File: src/rtl/care_pkg.sv
// Shared definitions for the pet care-action front-end: action indices,
// button indices, FSM state type and cursor wrap helpers.
package care_pkg;

  // Action / stat indices; bit i of the action bus targets stat nibble i.
  localparam int ACT_HUNGER    = 0;
  localparam int ACT_HAPPINESS = 1;
  localparam int ACT_HEALTH    = 2;
  localparam int ACT_HYGIENE   = 3;
  localparam int ACT_ENERGY    = 4;
  localparam int ACT_SOCIAL    = 5;
  localparam int NUM_ACTIONS   = 6;

  // Each stat is a 4-bit nibble on stats_in, hunger in the low nibble.
  localparam int STAT_W   = 4;
  localparam int CURSOR_W = 3;
  localparam int ACTION_W = 8;

  // Button lane indices into the packed raw/level/press vectors.
  localparam int BTN_NEXT = 0;
  localparam int BTN_BACK = 1;
  localparam int BTN_SEL  = 2;
  localparam int NUM_BTNS = 3;

  typedef enum logic {
    IDLE     = 1'b0,
    COOLDOWN = 1'b1
  } state_t;

  // Cursor step forward, wrapping the last action back to the first.
  function automatic logic [CURSOR_W-1:0] cursor_inc(input logic [CURSOR_W-1:0] cur);
    if (cur >= CURSOR_W'(ACT_SOCIAL))
      return CURSOR_W'(ACT_HUNGER);
    else
      return cur + 1'b1;
  endfunction

  // Cursor step backward, wrapping the first action to the last.
  function automatic logic [CURSOR_W-1:0] cursor_dec(input logic [CURSOR_W-1:0] cur);
    if (cur == CURSOR_W'(ACT_HUNGER) || cur > CURSOR_W'(ACT_SOCIAL))
      return CURSOR_W'(ACT_SOCIAL);
    else
      return cur - 1'b1;
  endfunction

endpackage

File: src/rtl/button_debounce.sv
// Per-button conditioner: 2-FF synchronizer, stable-level counter and a
// single-cycle press pulse on each accepted rising change of the level.
// Releases are filtered identically but produce no pulse.
module button_debounce #(
  parameter int DEBOUNCE_CYCLES = 270000
) (
  input  logic clk,
  input  logic reset,
  input  logic btn_raw,
  output logic level,
  output logic press
);

  localparam int CNT_W = (DEBOUNCE_CYCLES > 1) ? $clog2(DEBOUNCE_CYCLES) : 1;
  localparam logic [CNT_W-1:0] CNT_LAST = CNT_W'(DEBOUNCE_CYCLES - 1);

  logic             r_sync1;
  logic             r_sync2;
  logic             r_level;
  logic             r_press;
  logic [CNT_W-1:0] r_cnt;

  // Synchronize the raw pin, then accept a change only after it has held
  // for DEBOUNCE_CYCLES consecutive cycles; any bounce back restarts the count.
  always_ff @(posedge clk) begin
    if (reset) begin
      r_sync1 <= 1'b0;
      r_sync2 <= 1'b0;
      r_level <= 1'b0;
      r_press <= 1'b0;
      r_cnt   <= '0;
    end else begin
      r_sync1 <= btn_raw;
      r_sync2 <= r_sync1;
      r_press <= 1'b0;
      if (r_sync2 != r_level) begin
        if (r_cnt == CNT_LAST) begin
          r_level <= r_sync2;
          r_press <= r_sync2;
          r_cnt   <= '0;
        end else begin
          r_cnt <= r_cnt + 1'b1;
        end
      end else begin
        r_cnt <= '0;
      end
    end
  end

  assign level = r_level;
  assign press = r_press;

endmodule

File: src/rtl/care_action_ctrl.sv
// Care-action front-end: three debounced buttons drive a 6-entry menu
// cursor and a select that emits a one-cycle one-hot pulse on the action
// bus, followed by a cooldown. Selects on an empty stat are refused.
// Optional feature macro: CARE_AUTOREPEAT_EN (held select re-fires after
// each cooldown).
module care_action_ctrl
  import care_pkg::*;
#(
  parameter int DEBOUNCE_CYCLES = 270000,
  parameter int COOLDOWN_CYCLES = 13500000,
  parameter int IDLE_TIMEOUT    = 270000000
) (
  input  logic        clk,
  input  logic        reset,
  input  logic        btn_next,
  input  logic        btn_back,
  input  logic        btn_sel,
  input  logic [23:0] stats_in,
  output logic [7:0]  actions,
  output logic [2:0]  cursor,
  output logic        busy,
  output logic        refused
);

  localparam int CD_W   = (COOLDOWN_CYCLES > 1) ? $clog2(COOLDOWN_CYCLES) : 1;
  localparam int IDLE_W = (IDLE_TIMEOUT > 1) ? $clog2(IDLE_TIMEOUT) : 1;
  localparam logic [CD_W-1:0]   CD_LAST   = CD_W'(COOLDOWN_CYCLES - 1);
  localparam logic [IDLE_W-1:0] IDLE_LAST = IDLE_W'(IDLE_TIMEOUT - 1);

  // ---------------------------------------------------------------------
  // Button conditioning
  // ---------------------------------------------------------------------
  logic [NUM_BTNS-1:0] w_btn_raw;
  logic [NUM_BTNS-1:0] w_btn_level;
  logic [NUM_BTNS-1:0] w_btn_press;

  assign w_btn_raw[BTN_NEXT] = btn_next;
  assign w_btn_raw[BTN_BACK] = btn_back;
  assign w_btn_raw[BTN_SEL]  = btn_sel;

  generate
    for (genvar gi = 0; gi < NUM_BTNS; gi++) begin : g_btn
      button_debounce #(
        .DEBOUNCE_CYCLES(DEBOUNCE_CYCLES)
      ) u_debounce (
        .clk    (clk),
        .reset  (reset),
        .btn_raw(w_btn_raw[gi]),
        .level  (w_btn_level[gi]),
        .press  (w_btn_press[gi])
      );
    end
  endgenerate

  // Only the select level matters (for auto-repeat); the rest are idle taps.
  logic w_unused_levels;
  assign w_unused_levels = &{1'b0, w_btn_level};

  // Select wins over navigation in the same cycle; next+back cancel.
  logic w_sel_evt;
  logic w_next_evt;
  logic w_back_evt;
  logic w_any_evt;

  assign w_sel_evt  = w_btn_press[BTN_SEL];
  assign w_next_evt = w_btn_press[BTN_NEXT] & ~w_sel_evt & ~w_btn_press[BTN_BACK];
  assign w_back_evt = w_btn_press[BTN_BACK] & ~w_sel_evt & ~w_btn_press[BTN_NEXT];
  assign w_any_evt  = |w_btn_press;

  // ---------------------------------------------------------------------
  // Cursor and idle timeout
  // ---------------------------------------------------------------------
  logic [CURSOR_W-1:0] r_cursor;
  logic [IDLE_W-1:0]   r_idle_cnt;

  // Any button event restarts the idle timer; a full idle period with no
  // events returns the cursor home. The FSM is unaffected by the timeout.
  always_ff @(posedge clk) begin
    if (reset) begin
      r_cursor   <= '0;
      r_idle_cnt <= '0;
    end else if (w_any_evt) begin
      r_idle_cnt <= '0;
      if (w_next_evt)
        r_cursor <= cursor_inc(r_cursor);
      else if (w_back_evt)
        r_cursor <= cursor_dec(r_cursor);
    end else if (r_idle_cnt == IDLE_LAST) begin
      r_cursor   <= CURSOR_W'(ACT_HUNGER);
      r_idle_cnt <= '0;
    end else begin
      r_idle_cnt <= r_idle_cnt + 1'b1;
    end
  end

  // ---------------------------------------------------------------------
  // Target stat lookup (cursor value before this cycle's update)
  // ---------------------------------------------------------------------
  logic [STAT_W-1:0] w_stat_nibble [NUM_ACTIONS];
  logic [STAT_W-1:0] w_target_stat;

  generate
    for (genvar gi = 0; gi < NUM_ACTIONS; gi++) begin : g_stat
      assign w_stat_nibble[gi] = stats_in[gi*STAT_W +: STAT_W];
    end
  endgenerate

  assign w_target_stat = (r_cursor < CURSOR_W'(NUM_ACTIONS)) ? w_stat_nibble[r_cursor] : '0;

  // ---------------------------------------------------------------------
  // Action FSM
  // ---------------------------------------------------------------------
  state_t               r_state;
  state_t               w_state_next;
  logic [CD_W-1:0]      r_cd_cnt;
  logic [CD_W-1:0]      w_cd_cnt_next;
  logic [ACTION_W-1:0]  r_actions;
  logic [ACTION_W-1:0]  w_actions_next;
  logic                 r_refused;
  logic                 w_refused_next;
  logic                 w_fire;
  logic                 w_cd_done;
  logic                 w_repeat;

`ifdef CARE_AUTOREPEAT_EN
  // Set for the first IDLE cycle after a cooldown; a still-held select
  // then behaves like a fresh press. A refusal leaves IDLE unchanged so
  // the flag is not set again and repeating stops until the next press.
  logic r_from_cd;

  // Remember that the previous cycle ended a cooldown.
  always_ff @(posedge clk) begin
    if (reset)
      r_from_cd <= 1'b0;
    else
      r_from_cd <= w_cd_done;
  end

  assign w_repeat = r_from_cd & w_btn_level[BTN_SEL];
`else
  assign w_repeat = 1'b0;
`endif

  assign w_fire    = w_sel_evt | w_repeat;
  assign w_cd_done = (r_state == COOLDOWN) && (r_cd_cnt == CD_LAST);

  // State, cooldown count and the registered output pulses.
  always_ff @(posedge clk) begin
    if (reset) begin
      r_state   <= IDLE;
      r_cd_cnt  <= '0;
      r_actions <= '0;
      r_refused <= 1'b0;
    end else begin
      r_state   <= w_state_next;
      r_cd_cnt  <= w_cd_cnt_next;
      r_actions <= w_actions_next;
      r_refused <= w_refused_next;
    end
  end

  // Next-state logic: a fire in IDLE either launches the action pulse and
  // a cooldown that counts from the pulse cycle, or refuses an empty stat.
  always_comb begin
    w_state_next   = r_state;
    w_cd_cnt_next  = r_cd_cnt;
    w_actions_next = '0;
    w_refused_next = 1'b0;
    case (r_state)
      IDLE: begin
        w_cd_cnt_next = '0;
        if (w_fire) begin
          if (w_target_stat != '0) begin
            w_actions_next = ACTION_W'(1) << r_cursor;
            w_state_next   = COOLDOWN;
          end else begin
            w_refused_next = 1'b1;
          end
        end
      end
      COOLDOWN: begin
        if (w_cd_done) begin
          w_state_next  = IDLE;
          w_cd_cnt_next = '0;
        end else begin
          w_cd_cnt_next = r_cd_cnt + 1'b1;
        end
      end
      default: begin
        w_state_next  = IDLE;
        w_cd_cnt_next = '0;
      end
    endcase
  end

  assign actions = r_actions;
  assign cursor  = r_cursor;
  assign busy    = (r_state == COOLDOWN);
  assign refused = r_refused;

endmodule

File: config.mk
export PLATFORM = sky130hd
export DESIGN_NAME = care_action_ctrl
export DESIGN_NICKNAME = d
export VERILOG_FILES = /design/src/rtl/care_pkg.sv /design/src/rtl/button_debounce.sv /design/src/rtl/care_action_ctrl.sv
export SDC_FILE = /design/constraint.sdc
export NUM_CORES = 1
export LEC_CHECK = 0
export CAP_MARGIN = 20
export CORE_MARGIN = 2
export CORE_UTILIZATION = 40
export CTS_BUF_LIST = sky130_fd_sc_hd__clkbuf_8
export CTS_CLUSTER_SIZE = 10
export DETAILED_ROUTE_END_ITERATION = 8
export PLACE_DENSITY = 0.61
export SYNTH_ARGS = -nofsm -noshare
export SYNTH_HDL_FRONTEND = slang
export SYNTH_HIERARCHICAL = 1
export SYNTH_SLANG_ARGS = --single-unit
File: constraint.sdc
create_clock -name clk -period 2 [get_ports clk]
set_clock_uncertainty 0.05 [all_clocks]
set_input_delay 0.4 -clock clk [delete_from_list [all_inputs] [get_ports clk]]
set_output_delay 0.4 -clock clk [all_outputs]
set_load 0.01 [all_outputs]
==> impl_metrics.py, run 1 <==
metrics = {
    "outcome": {
        "status": "finished, final reports clean",
    },
    "cts": {
        "clock_latency_ps": 450,
        "clock-sinks": 135,
        "cts.clk_slew.worst_paths_ps": 80,
        "cts-hold-fix-buffers": 0,
        "cts_tree": "yes",
        "post-cts-setup-buffer-count": 0,
        "cts.path.max_buffers": 2,
        "root_buffer": "clkbuf_8",
        "htree_levels": 4,
        "cts_buffers": 17,
    },
    "pwr": {
        "power.density_nw_per_um2": 706.8,
        "power.switching_mw": 1.108,
        "combPwrFrac_pct": 2.6,
        "p_leak_nw": 2.397,
        "intPower_mw": 4.153,
        "irDropWorstVdd_v": 0.0004630,
        "power_frac_seq_pct": 51.4,
        "p_sw_share_pct": 21.05,
        "p_clk_share_pct": 46.0,
        "total_power_mw": 5.261,
    },
    "route": {
        "routed_wl_um": 12340,
        "wl_per_cell_um": 12.61,
        "drc": 0,
        "via_count": 5010,
        "dr.pass1.iters": 4,
        "drtIter0Drc": 226,
        "vias_per_cell": 5.123,
        "drtAntennaViolNets": 0,
    },
    "sta": {
        "timing.hold.ws_ps": 392.1,
        "layout_min_cycle_time_ps": 1912,
        "rsz0062_at_grt": "false",
        "hold_violations": 0,
        "worst_pin_slew_ps": 470.6,
        "setup_viol": 0,
        "slew_violations": 0,
        "fin_tns_setup_ps": 0,
        "min_period_over_period_pct": 95.58,
        "setup_slack_ps": 88.44,
        "slew_headroom_pct": 68.58,
        "fmax_mhz": 523.1,
    },
    "worst_hold_path": {
        "hold_path_end": "g_btn[0].u_debounce/r_sync2$_SDFF_PP0_",
        "holdCritPathClass": "reg2reg",
        "hold_depth": 1,
        "min_from": "g_btn[0].u_debounce/r_sync1$_SDFF_PP0_",
    },
    "floorplanning": {
        "die_y_um": 128.4,
        "die_area_um2": 16500,
        "initial_core_util_pct": 40.89,
        "dieWidth_um": 128.4,
        "num_io_pins": 42,
        "rows": 45,
        "coreArea_um2": 15150,
    },
    "place": {
        "dp_slack_ps": 25.56,
        "placed_cell_area_um2": 6989,
        "hpwl_um": 8976,
        "port_buffers": 41,
        "place_congestion": 0.8447,
    },
    "global_routing": {
        "grt.overflow.total": 0,
        "grt_pass1_wl_um": 21290,
        "grt_pass1_vias": 4843,
        "grt_max_degree": 30,
        "antenna_found_initial": 0,
        "grt_use_total_pct": 15.84,
    },
    "logic_synthesis": {
        "ys_ff_latch": 135,
        "synthTopCellsByCount": "dfxtp_1, nor2_1, xnor2_1",
        "synth-edff-count": 0,
        "netlist_area_um2": 6193,
        "synth_cell_types": 53,
        "async_flop_share_pct": 0,
        "synth_ff_type": "dfxtp_1",
        "yosysTopAreaCellShare_pct": 43.64,
        "synth_fp_nets": 745,
        "syn_inst": 706,
        "ys_seq_area_share_pct": 43.64,
        "synth-warning-count": 6,
        "syn_area_per_cell_um2": 8.773,
        "synth.most_common_cell": "dfxtp_1",
        "synth_top_cell_by_area": "dfxtp_1",
        "synth.area.top_cells": "dfxtp_1, xnor2_1, nor2_1",
    },
    "worst_setup_path": {
        "crit_path_start_kind": "register",
        "cp_max_fo": 29,
        "r2r.worst_path.cells": 6,
        "required_ps": 2340,
        "r2r-start": "r_idle_cnt[7]$_SDFF_PP0_",
        "r2r_end": "r_idle_cnt[8]$_SDFF_PP0_",
        "cp.arrival_ps": 2250,
        "r2r_slack_ps": 90,
        "critPathKind": "reg2reg",
        "end_kind": "register",
    },
    "cells_and_area": {
        "nFillCells": 1430,
        "stdcell_area_um2": 7443,
        "n_antenna_cell": 0,
        "layout.nets": 816,
        "drive_above_1_share_pct": 12.15,
        "area_growth_syn_to_layout_pct": 20.18,
    },
    "job": {
        "drv_cap": 0,
    },
}
[critical path, stage by stage (launching register included)]
cell and delay [ps]:
dfxtp_1 430, and4bb_1 240, nand4_1 80, and4bb_4 220, or4b_4 500, buf_12 190, nor2_1 120
[power groups by stage]
stage,registers [mW],logic [mW],clock network (mW)
floorplan,2.77,0.0566,0
global placement,2.77,0.133,0
detailed placement,2.77,0.137,0
finish,2.71,0.135,2.42
CTS,2.71,0.137,2.49
global route,2.71,0.149,2.61
[cells in the final DEF, fill, tap and decap left out, drive strengths merged, types with 7 or more instances in the layout]
cell / instances
or3: 13
o21ai: 12
inv: 36
ha: 10
xor2: 26
a21oi: 11
clkbuf: 18
nand2: 33
buf: 30
clkdlybuf4s50: 39
or4: 7
and3: 13
nand4: 25
nor4: 35
nor3: 36
nor2: 130
nand3: 40
nor2b: 9
xnor2: 69
dfxtp: 135
[per-stage QoR]
step,std cells,utilization [%]
5_1_grt,978,49.15
6_report,978,49.15
4_1_cts,978,49.04
2_1_floorplan,706,-
3_3_place_gp,946,46.15
3_5_place_dp,946,46.15
[state kept, by name, summed over array words and instances (netlist names)]
| name | flops |
|---|---|
| g_btn.u_debounce/press | 3 |
| g_btn.u_debounce/r_cnt | 57 |
| g_btn.u_debounce/r_sync2 | 3 |
| busy | 1 |
| g_btn.u_debounce/r_sync1 | 3 |
| refused | 1 |
| g_btn.u_debounce/level | 3 |
| actions | 8 |
| cursor | 3 |
| r_idle_cnt | 29 |
| r_cd_cnt | 24 |
[how the worst max path moves through the flow]
stage	to	from	cells after the start	slack, ps
after floorplan	cursor[1]$_SDFFE_PP0P_	cursor[0]$_SDFFE_PP0P_	8	70
after global placement	busy$_SDFF_PP0_	stats_in[16]	6	90
after detailed placement	actions[4]$_SDFF_PP0_	reset	4	30
after CTS	cursor[1]	cursor[1]$_SDFFE_PP0P_	2	7
after global routing	g_btn[0].u_debounce/r_cnt[18]$_SDFF_PP0_	g_btn[0].u_debounce/r_cnt[1]$_SDFF_PP0_	5	5
final	r_idle_cnt[8]$_SDFF_PP0_	r_idle_cnt[7]$_SDFF_PP0_	6	90
[final cells by class]
type                       instances  area (um^2)  share of cell area (%)
clock buffer                      18        247.7                   3.328
clock inverter                    14        183.9                   2.471
inverter                          34        127.6                   1.715
multi-input combinational        518         3271                   43.94
sequential                       135         2713                   36.44
tap                              188        235.2                   3.160
timing repair buffer              71        665.6                   8.943
[metal layers]
layer  part of all wire [%]  GRT usage (%)  vias up
met5                      0              0        -
met4                    1.1          5.753        0
met3                    3.6          4.823       10
met2                     48          26.72       60
met1                     47          19.10     2345
li1                       -              -     2595
[logic make-up after synthesis]
| kind of cell | synth area share (%) |
|---|---|
| fa+ha+maj | 2.020 |
| xor+xnor | 13.43 |
| mux | 0.6465 |
| compound gates | 4.828 |
| flops | 43.64 |
| buf+inv | 3.677 |
| simple gates | 31.76 |
[timing repair]
item	in CTS	in global routing
gates cloned	0	0
resized for setup	4	7
pin swaps	0	0
endpoints found under the setup margin	3	5
(Power assumes the default switching activity.)
==> run 2: changes to the inputs <==
- PLACE_DENSITY: 0.61 -> 0.59
- clock period: 2 -> 2.3 ns (I/O delays scaled with it)
==> run 2 against run 1 <==
Against the previous run: global-route usage down 0.18 points; clock-buffer cell count up 2; sequential power down 13%; via count down 2.0%; setup slack better by 21 ps; clock power down 22%; combinational power down 21%; non-clock buffer count down 19; core utilization down 1.6 points; final area down 3.2%; total power down 17%; cell count down 1.9%; largest cell class unchanged; largest power group unchanged.
==> impl_metrics.py, run 2 (same netlist as run 1, synthesis figures left out) <==
metrics = {
    "outcome": {
        "status": "finished, final reports clean",
    },
    "worst_setup_path": {
        "path_cells": "clkdlybuf4s50_1",
        "r2r-start": "r_idle_cnt[0]$_SDFF_PP0_",
        "slowest_stage": "clkdlybuf4s50_1",
        "cp.arrival_ps": 1680,
        "critical_path.max_stage_delay_ps": 630,
        "cp_max_fo": 14,
        "startpoint": "cursor[2]$_SDFFE_PP0P_",
        "crit_path_start_kind": "register",
        "required_ps": 1790,
        "crit_buf_inv": 1,
        "critPathTopFamily": "buffers and inverters",
        "critPathKind": "reg2out",
        "end_kind": "primary output",
    },
    "cells_and_area": {
        "area_growth_syn_to_layout_pct": 16.38,
        "layout.area.seq_um2": 2703,
        "drive_above_1_share_pct": 8.820,
        "largest_register": "g_btn.u_debounce/r_cnt",
        "n_antenna_cell": 0,
        "multi_input_area_um2": 3263,
        "largestRegisters": "g_btn.u_debounce/r_cnt (57), r_idle_cnt (29), r_cd_cnt (24)",
        "final_common_cell": "dfxtp_1",
        "layout.nets": 797,
        "mostFrequentLayoutCells": "dfxtp_1, nor2_1, xnor2_1, clkdlybuf4s50_1, inv_1",
        "largest_reg_flops": 57,
        "nFillCells": 1419,
    },
    "floorplanning": {
        "dieWidth_um": 128.4,
        "initial_core_util_pct": 40.89,
        "rows": 45,
        "num_io_pins": 42,
        "die_area_um2": 16500,
        "die_y_um": 128.4,
        "coreArea_um2": 15150,
    },
    "sta": {
        "fin_tns_setup_ps": 0,
        "layout_min_cycle_time_ps": 2190,
        "worst_pin_slew_ps": 714.9,
        "slew_violations": 0,
        "min_period_over_period_pct": 95.23,
        "hold_violations": 0,
        "slew_headroom_pct": 52.34,
        "fmax_mhz": 456.6,
        "setup_viol": 0,
        "rsz0062_at_grt": "false",
        "timing.hold.ws_ps": 390.0,
    },
    "place": {
        "port_buffers": 41,
        "place_congestion": 0.7871,
        "hpwl_um": 8710,
    },
    "route": {
        "vias_per_cell": 5.121,
        "wl_per_cell_um": 12.72,
        "routed_wl_um": 12200,
        "drc": 0,
        "drtAntennaViolNets": 0,
        "dr.pass1.iters": 5,
        "drtIter0Drc": 277,
        "via_count": 4911,
    },
    "global_routing": {
        "antenna_found_initial": 0,
        "grt_util_met3_pct": 3.617,
        "grt_use_total_pct": 15.66,
        "grt_pass1_vias": 4730,
        "grt_pass1_wl_um": 20900,
        "grt_max_degree": 30,
        "grt.overflow.total": 0,
        "met1_usage_pct": 19.24,
        "top_usage_layer": "met2",
        "met2_usage_pct": 26.00,
    },
    "cts": {
        "cts_tree": "yes",
        "clock_latency_ps": 440,
        "clock-sinks": 135,
        "cts.clk_slew.worst_paths_ps": 70,
        "root_buffer": "clkbuf_8",
        "htree_levels": 4,
        "cts-hold-fix-buffers": 0,
        "cts_buffers": 17,
        "cts.path.max_buffers": 2,
        "cts_resized": 0,
        "post-cts-setup-buffer-count": 0,
    },
    "job": {
        "drv_cap": 0,
    },
    "worst_hold_path": {
        "min_from": "g_btn[2].u_debounce/r_sync1$_SDFF_PP0_",
        "holdCritPathClass": "reg2reg",
    },
    "pwr": {
        "power.density_nw_per_um2": 603.0,
        "p_leak_nw": 2.256,
        "irDropWorstVdd_v": 0.0004095,
    },
}
==> run 2: cell count changes in the layout (fill, tap and decap cells not counted), moves of 3 or more <==
cell	change
ha_1	+3
dfxtp_1	+4
ha_2	-3
buf_4	-17
==> run 2: path summary, 6_finish.rpt <==
check	end	slack, ps	cells past startpoint
setup / recovery	cursor[2]	110	1
setup reg to reg	r_idle_cnt[6]$_SDFF_PP0_	200	5
hold reg to reg	g_btn[2].u_debounce/r_sync2$_SDFF_PP0_	390	1
hold / removal	g_btn[2].u_debounce/r_sync2$_SDFF_PP0_	390	1
==> run 2: final cells by class <==
cell class | instances | area share [%]
clock buffers | 20 | 3.819
repair buffers | 52 | 6.839
well taps | 188 | 3.263
flip-flops and latches | 135 | 37.49
inverters | 34 | 1.771
multi-input cells | 518 | 45.27
clock inverters | 12 | 1.545
==> run 2: power by group <==
| group | switching, mW | internal, mW | total (mW) |
|---|---|---|---|
| logic | 0.0465 | 0.0594 | 0.106 |
| clock network | 0.857 | 1.03 | 1.88 |
| registers | 0.00848 | 2.35 | 2.36 |
==> run 2: per-layer routing <==
metal	share of wire, %	vias to the layer above
met5	0	-
met4	2.0	0
met3	2.4	18
met2	47	55
met1	48	2282
li1	-	2556
==> run 2: per-stage QoR <==
step | power (mW) | instances | instance area, um^2 | worst slack [ps] | utilization (%)
after global routing | 4.539 | 959 | 7208 | 1.110 | 47.59
final | 4.346 | 959 | 7208 | 109.7 | 47.59
after global placement | 2.514 | 927 | 6822 | 120.9 | 45.04
after floorplan | 2.457 | 706 | 6193 | 269.5 | -
after CTS | 4.417 | 959 | 7208 | 61.03 | 47.59
after detailed placement | 2.516 | 927 | 6822 | 82.46 | 45.04
==> run 3: changes to the inputs <==
- REMOVE_ABC_BUFFERS: default -> 1
- clock period: 2.3 -> 2.7 ns (I/O delays scaled with it)
==> run 3 against run 2 <==
Against the previous run: sequential share of layout area fell by 0.078 points; cell count fell by 0.73%; total power fell by 8.5%; setup slack improved by 310 ps; critical path depth did not move; register-to-register slack improved by 320 ps; worst hold slack got worse by 0.87 ps; final area rose by 0.21%; sequential cell count did not move; non-clock buffer count fell by 7; via count rose by 0.18%; critical path type unchanged; largest power group unchanged.
==> impl_metrics.py, run 3 (same netlist as run 1, synthesis figures left out) <==
metrics = {
    "global_routing": {
        "grt_max_degree": 30,
        "grt_use_total_pct": 15.65,
        "grt_pass1_vias": 4743,
        "antenna_found_initial": 0,
        "grt.overflow.total": 0,
        "grt_pass1_wl_um": 20980,
    },
    "sta": {
        "fin_tns_setup_ps": 0,
        "slew_headroom_pct": 53.50,
        "hold_violations": 0,
        "fmax_mhz": 438.2,
        "worst_pin_slew_ps": 697.4,
        "slew_violations": 0,
        "rsz0062_at_grt": "false",
        "timing.hold.ws_ps": 389.1,
        "setup_viol": 0,
        "min_period_over_period_pct": 84.51,
        "layout_min_cycle_time_ps": 2282,
    },
    "worst_setup_path": {
        "crit_buf_inv": 1,
        "critical_path.max_stage_delay_ps": 640,
        "cp_max_fo": 14,
        "crit_path_start_kind": "register",
        "slowest_stage": "clkdlybuf4s50_1",
        "required_ps": 2110,
        "cp.arrival_ps": 1690,
        "path_cells": "clkdlybuf4s50_1",
        "critPathKind": "reg2out",
        "critPathTopFamily": "buffers and inverters",
        "end_kind": "primary output",
    },
    "cts": {
        "post-cts-setup-buffer-count": 0,
        "clock_latency_ps": 450,
        "cts.clk_slew.worst_paths_ps": 70,
        "cts_buffers": 17,
        "clock-sinks": 135,
        "root_buffer": "clkbuf_8",
        "cts_resized": 0,
        "cts.path.max_buffers": 2,
        "htree_levels": 4,
        "cts_tree": "yes",
        "cts-hold-fix-buffers": 0,
    },
    "cells_and_area": {
        "largestRegisters": "g_btn.u_debounce/r_cnt (57), r_idle_cnt (29), r_cd_cnt (24)",
        "final_common_cell": "dfxtp_1",
        "layout.nets": 790,
        "n_antenna_cell": 0,
        "largest_reg_flops": 57,
        "largest_register": "g_btn.u_debounce/r_cnt",
        "area_growth_syn_to_layout_pct": 16.63,
        "final_core_util_pct": 47.69,
        "drive_above_1_share_pct": 8.508,
        "nFillCells": 1453,
        "stdcell_area_um2": 7223,
        "mostFrequentLayoutCells": "dfxtp_1, nor2_1, xnor2_1, clkdlybuf4s50_1, nand3_1",
    },
    "place": {
        "place_congestion": 0.7875,
        "hpwl_um": 8384,
        "placed_cell_area_um2": 6769,
        "port_buffers": 41,
    },
    "floorplanning": {
        "rows": 45,
        "coreArea_um2": 15150,
        "die_y_um": 128.4,
        "num_io_pins": 42,
        "die_area_um2": 16500,
        "initial_core_util_pct": 40.89,
        "dieWidth_um": 128.4,
    },
    "pwr": {
        "power.density_nw_per_um2": 550.5,
        "total_power_mw": 3.976,
        "irDropWorstVdd_v": 0.0002971,
        "p_leak_nw": 2.233,
    },
    "route": {
        "wl_per_cell_um": 12.54,
        "via_count": 4920,
        "dr.pass1.iters": 4,
        "vias_per_cell": 5.168,
        "drtAntennaViolNets": 0,
        "routed_wl_um": 11940,
        "drtIter0Drc": 252,
        "drc": 0,
    },
    "outcome": {
        "status": "finished, final reports clean",
    },
    "worst_hold_path": {
        "holdCritPathClass": "reg2reg",
    },
    "job": {
        "drv_cap": 0,
    },
}
## run 3: changes by cell type in the layout (fill, tap and decap cells not counted), sizes merged
| cell | before | now |
|---|---|---|
| inv | 38 | 37 |
| clkbuf | 20 | 19 |
| bufinv | 2 | 4 |
| buf | 11 | 4 |
| clkinv | 5 | 4 |
| clkinvlp | 1 | 2 |
## run 3: final timing paths
| check | startpoint | slack (ps) | cells after the start | to |
|---|---|---|---|---|
| worst min-delay path | g_btn[2].u_debounce/r_sync1$_SDFF_PP0_ | 390 | 1 | g_btn[2].u_debounce/r_sync2$_SDFF_PP0_ |
| worst max register to register | cursor[0]$_SDFFE_PP0P_ | 520 | 7 | cursor[1]$_SDFFE_PP0P_ |
| worst max-delay path | cursor[2]$_SDFFE_PP0P_ | 420 | 1 | cursor[2] |
| worst min register to register | g_btn[2].u_debounce/r_sync1$_SDFF_PP0_ | 390 | 1 | g_btn[2].u_debounce/r_sync2$_SDFF_PP0_ |
## run 3: per-stage QoR
| step | std cells | setup slack [ps] |
|---|---|---|
| after floorplan | 687 | 764.3 |
| after global placement | 920 | 437.3 |
| after detailed placement | 920 | 412.4 |
| after CTS | 952 | 365.3 |
| after global routing | 952 | 292.5 |
| final | 952 | 418.1 |
## run 3: metal layers
layer | global-route usage, % | routed length [um]
met1 | 18.68 | 5554
met4 | 6.076 | 173
met5 | 0 | 0
met3 | 4.699 | 431
met2 | 26.50 | 5778
## run 3: report_power, final
| part | internal, mW | switching (mW) |
|---|---|---|
| clock | 1.07 | 0.814 |
| sequential | 2.00 | 0.00735 |
| combinational | 0.0508 | 0.0391 |
## run 3: area by class of cell
| cell class | instances | area (um^2) | area share, % |
|---|---|---|---|
| inverter | 34 | 127.6 | 1.767 |
| sequential | 135 | 2703 | 37.42 |
| tap | 188 | 235.2 | 3.257 |
| timing repair buffer | 45 | 440.4 | 6.097 |
| clock inverter | 13 | 192.7 | 2.668 |
| multi-input combinational | 518 | 3263 | 45.18 |
| clock buffer | 19 | 261.5 | 3.620 |
